### src/rtl/secs_ones_counter.sv
// rtl/secs_ones_counter.sv - seconds-units BCD countdown stage with prescaler, borrow and expiry detection
module secs_ones_counter #(
    parameter int PRESCALE = 4,
    parameter int PW       = 3
) (
    input  logic       clk,
    input  logic       clr,
    input  logic [3:0] data,
    input  logic       loadn,
    input  logic       en,
    input  logic       upper_zero,
    output logic [3:0] ones,
    output logic       tc,
    output logic       zero,
    output logic       tick,
    output logic       done
);

    typedef enum logic [1:0] {
        IDLE = 2'd0,
        RUN  = 2'd1,
        DONE = 2'd2
    } state_t;

    localparam logic [PW-1:0] LAST = PW'(PRESCALE - 1);

    state_t        state;
    logic [PW-1:0] prescaler;

    assign zero = (ones == 4'd0);
    assign tick = (state == RUN) && en && (prescaler == LAST);
    assign tc   = tick && zero && !upper_zero;

    always_ff @(posedge clk) begin
        if (clr) begin
            ones      <= 4'd0;
            prescaler <= '0;
            state     <= IDLE;
            done      <= 1'b0;
        end else if (!loadn) begin
            ones      <= (data > 4'd9) ? 4'd9 : data;
            prescaler <= '0;
            state     <= IDLE;
            done      <= 1'b0;
        end else begin
            case (state)
                IDLE: begin
                    if (en && zero && upper_zero) begin
                        state <= DONE;
                        done  <= 1'b1;
                    end else if (en) begin
                        state <= RUN;
                    end
                end
                RUN: begin
                    // Pausing keeps the prescaler so a resumed second is not restarted.
                    if (!en) begin
                        state <= IDLE;
                    end else if (prescaler != LAST) begin
                        prescaler <= prescaler + 1'b1;
                    end else begin
                        prescaler <= '0;
                        if (!zero) begin
                            ones <= ones - 4'd1;
                            if (ones == 4'd1 && upper_zero) begin
                                state <= DONE;
                                done  <= 1'b1;
                            end
                        end else if (!upper_zero) begin
                            ones <= 4'd9;
                        end else begin
                            state <= DONE;
                            done  <= 1'b1;
                        end
                    end
                end
                DONE: begin
                    done <= 1'b1;
                end
                default: begin
                    state <= IDLE;
                end
            endcase
        end
    end

endmodule
### config.mk
export PLATFORM = sky130hd
export DESIGN_NAME = secs_ones_counter
export DESIGN_NICKNAME = d
export VERILOG_FILES = /design/src/rtl/secs_ones_counter.sv
export SDC_FILE = /design/constraint.sdc
export NUM_CORES = 1
export LEC_CHECK = 0
export ABC_AREA = 1
export CAP_MARGIN = 20
export CELL_PAD_IN_SITES_DETAIL_PLACEMENT = 0
export CELL_PAD_IN_SITES_GLOBAL_PLACEMENT = 2
export CORE_ASPECT_RATIO = 0.6
export CORE_MARGIN = 2
export CORE_UTILIZATION = 22
export DETAILED_ROUTE_END_ITERATION = 12
export GPL_TIMING_DRIVEN = 0
export PLACE_DENSITY_LB_ADDON = 0.1
export SYNTH_ARGS = -nofsm -noshare
export SYNTH_HDL_FRONTEND = slang
export SYNTH_SLANG_ARGS = --single-unit
### constraint.sdc
create_clock -name clk -period 1.4 [get_ports clk]
set_clock_uncertainty 0.2 [all_clocks]
set_input_delay 0.14 -clock clk [delete_from_list [all_inputs] [get_ports clk]]
set_output_delay 0.14 -clock clk [all_outputs]
set_load 0.02 [all_outputs]
==> flow_summary.ini, run 1 <==
[outcome]
status = finished with violations
violations = setup timing

[critical_path]
r2r_cells = 9
required_ps = 1060
path_class = reg2out
end_kind = primary output
cp_top_family = flip-flops
arrival_ps = 1180
crit_path_start_kind = flip-flop
slowest_stage = dfxtp_4
slowest_delay_ps = 360
r2r_slack_ps = -40
critPathMaxFanout = 5
path_cells = nor2_4 > nand3b_1 > inv_1 > nand2_2 > inv_2 > buf_6
timing.rr.start = prescaler[1]$_SDFFE_PP0P_
reg2reg_to = ones[3]$_SDFFE_PP0P_
crit_buf_inv = 3

[clocking]
htreeDepth = 1
clkSlewWorstSetupHoldPaths_ps = 50
numClockSinks = 10
cts_buffers = 3
cts_tree = done
cts_root_buffer = clkbuf_8
clock_latency_ps = 240
cts_buffer_depth = 2

[synthesis]
syn_area_per_cell_sq_um = 6.41
yosysTopAreaCell = dfxtp_1
yosysWarnings = 0
ys_dominant_reg_cell = dfxtp_1
synthArstFlopShare = 0
seq_area_frac_synth = 0.295
syn_inst = 106
ys_ff_latch = 10
yosysMostFrequentCell = nand2_1
synth_area_leaders = dfxtp_1, nand2_1, nor2_1
synthTopCellsByCount = nand2_1, nor2_1, inv_1, dfxtp_1, nand3_1
yosysUniqueCellTypes = 21
synth_fp_nets = 116
synth-edff-count = 0
yosys.area.top_type_share = 0.295
synth_area_sq_um = 679

[detailed_routing]
vias_per_cell = 4.11
ant_nets = 0
wl_per_cell_um = 11.2
vias = 731
drt_iter0_markers = 24
drt_wl_total_um = 2000
firstDrtPassIters = 4
drc = 0

[placed_design]
pre_cts_ws_ps = -668
place_area_sq_um = 887
dp_hpwl_um = 1420
numPortBuffers = 15
gp_congestion = 0.812

[cells_and_area]
nNetsFinal = 148
drive_above_1_share = 0.382
num_antenna_cells = 0
area_delta_synth_final_pct = 60.2
n_fill_cell = 323
fin_area_sq_mm = 0.00109

[global_routing]
first_global_vias = 637
grt_pass1_wl_um = 3000
antenna_found_initial = 0
overflow = 0
grt_max_degree = 11
grt_usage = 0.120

[hold_path]
min_from = loadn
hold_end = ones[1]$_SDFFE_PP0P_
hp-class = in2reg
min_path_cells = 4

[sta]
worst_pin_slew_ps = 231
slew_viol_final = 0
fin_crit_sh = 1.09
max_freq_mhz = 657
fin_crit_ps = 1520
rsz0062_at_grt = yes
setup_viol = 7
worst_slack_ps = -122
relSlewSlack = 0.846
finalHoldViolCount = 0

[pwr]
powerDensity_mw_per_mm2 = 783
vdd_drop_max_mv = 0.326
report.power.total_mw = 0.852
leakage_nw = 0.523

[floorplan]
ios = 17
initial_core_util = 0.234
die_area_sq_mm = 0.00356
die_h_um = 47.0
rows = 15
die_w_um = 75.7
core_sq_mm = 0.00291

[flow_run]
maxCapViolCount = 0
[cells by family (layout without fill, tap and decap cells)]
kind of cell,Yosys count,count (layout),synth area share
AND/OR/NAND/NOR,66,66,0.490
buffers and inverters,18,48,0.107
AO/OA/AOI/OAI,10,10,0.0773
flip-flops,10,10,0.295
adder cells (fa/ha/maj),1,1,0.0184
XOR/XNOR,1,1,0.0129
[power breakdown]
part / internal, mW / switching [mW] / leakage (nW) / total, mW
combinational: 0.0980 / 0.130 / 0.417 / 0.228
sequential: 0.300 / 0.0177 / 0.0851 / 0.318
clock: 0.189 / 0.117 / 0.0216 / 0.306
total: 0.587 / 0.265 / 0.523 / 0.852
[cell usage in the layout, fill, tap and decap left out, types with 3 or more instances in the layout]
master,Yosys,routed
nand2_1,23,22
nor2_1,18,16
inv_1,12,11
buf_4,1,11
nand3_1,10,9
clkdlybuf4s50_1,0,6
dlygate4sd2_1,0,6
nor2_4,2,5
nand2_2,5,5
inv_2,4,5
dfxtp_2,0,5
buf_6,0,5
nand2_4,2,3
o21ai_0,3,3
clkbuf_8,0,3
dfxtp_1,10,3
[timing repair]
action | CTS | global route
gates resized for setup | 31 | 14
hold buffers | 0 | 0
buffers inserted | 7 | 5
endpoints found under the setup margin | 16 | 11
pin swaps | 7 | 7
[layout make-up]
type,instances,area (sq um),area share
multi-input combinational,78,464,0.426
timing repair buffer,27,244,0.224
sequential,10,214,0.197
inverter,17,65.1,0.0598
tap,42,52.6,0.0483
clock buffer,3,41.3,0.0379
buffer,1,7.51,0.00690
[state kept, by name, indices dropped and copies added, names as in the netlist]
register,count
done,1
ones,4
prescaler,3
state,2
[tightest hold or removal path: stages]
cell and delay [ps]:
buf_4 150, nand3_1 80, nand2_1 60, nor2_1 40
[layer usage]
layer,GRT usage,share of wire
met2,0.150,0.38
met1,0.180,0.55
met4,0.0316,0.0065
met5,0,0
met3,0.0536,0.063
[worst max-delay path by stage]
stage,start,endpoint,slack (ps),depth (start not counted)
after floorplan,prescaler[0]$_SDFFE_PP0P_,ones[3]$_SDFFE_PP0P_,30,8
after detailed placement,en,tc,-670,6
after global placement,en,tc,-650,6
final,ones[3]$_SDFFE_PP0P_,tc,-120,6
after global routing,ones[3]$_SDFFE_PP0P_,tc,-180,6
after CTS,ones[1]$_SDFFE_PP0P_,tc,-170,6
[stage by stage]
stage,cells,setup TNS (ps),hold slack (ps),util
after global placement,163,-3580,238,0.305
after global routing,178,-897,91.2,0.374
after detailed placement,163,-3720,243,0.305
final,178,-317,64.8,0.374
after CTS,173,-344,64.8,0.346
after floorplan,106,0,4.13,-
No activity file was read; power rests on OpenSTA's default activity.
==> run 2, diff against run 1 <==
Settings changed: CTS_CLUSTER_SIZE set to 40.
==> results of run 2 <==
Same layout as run 1: the final DEF is identical, and so are final timing and power.
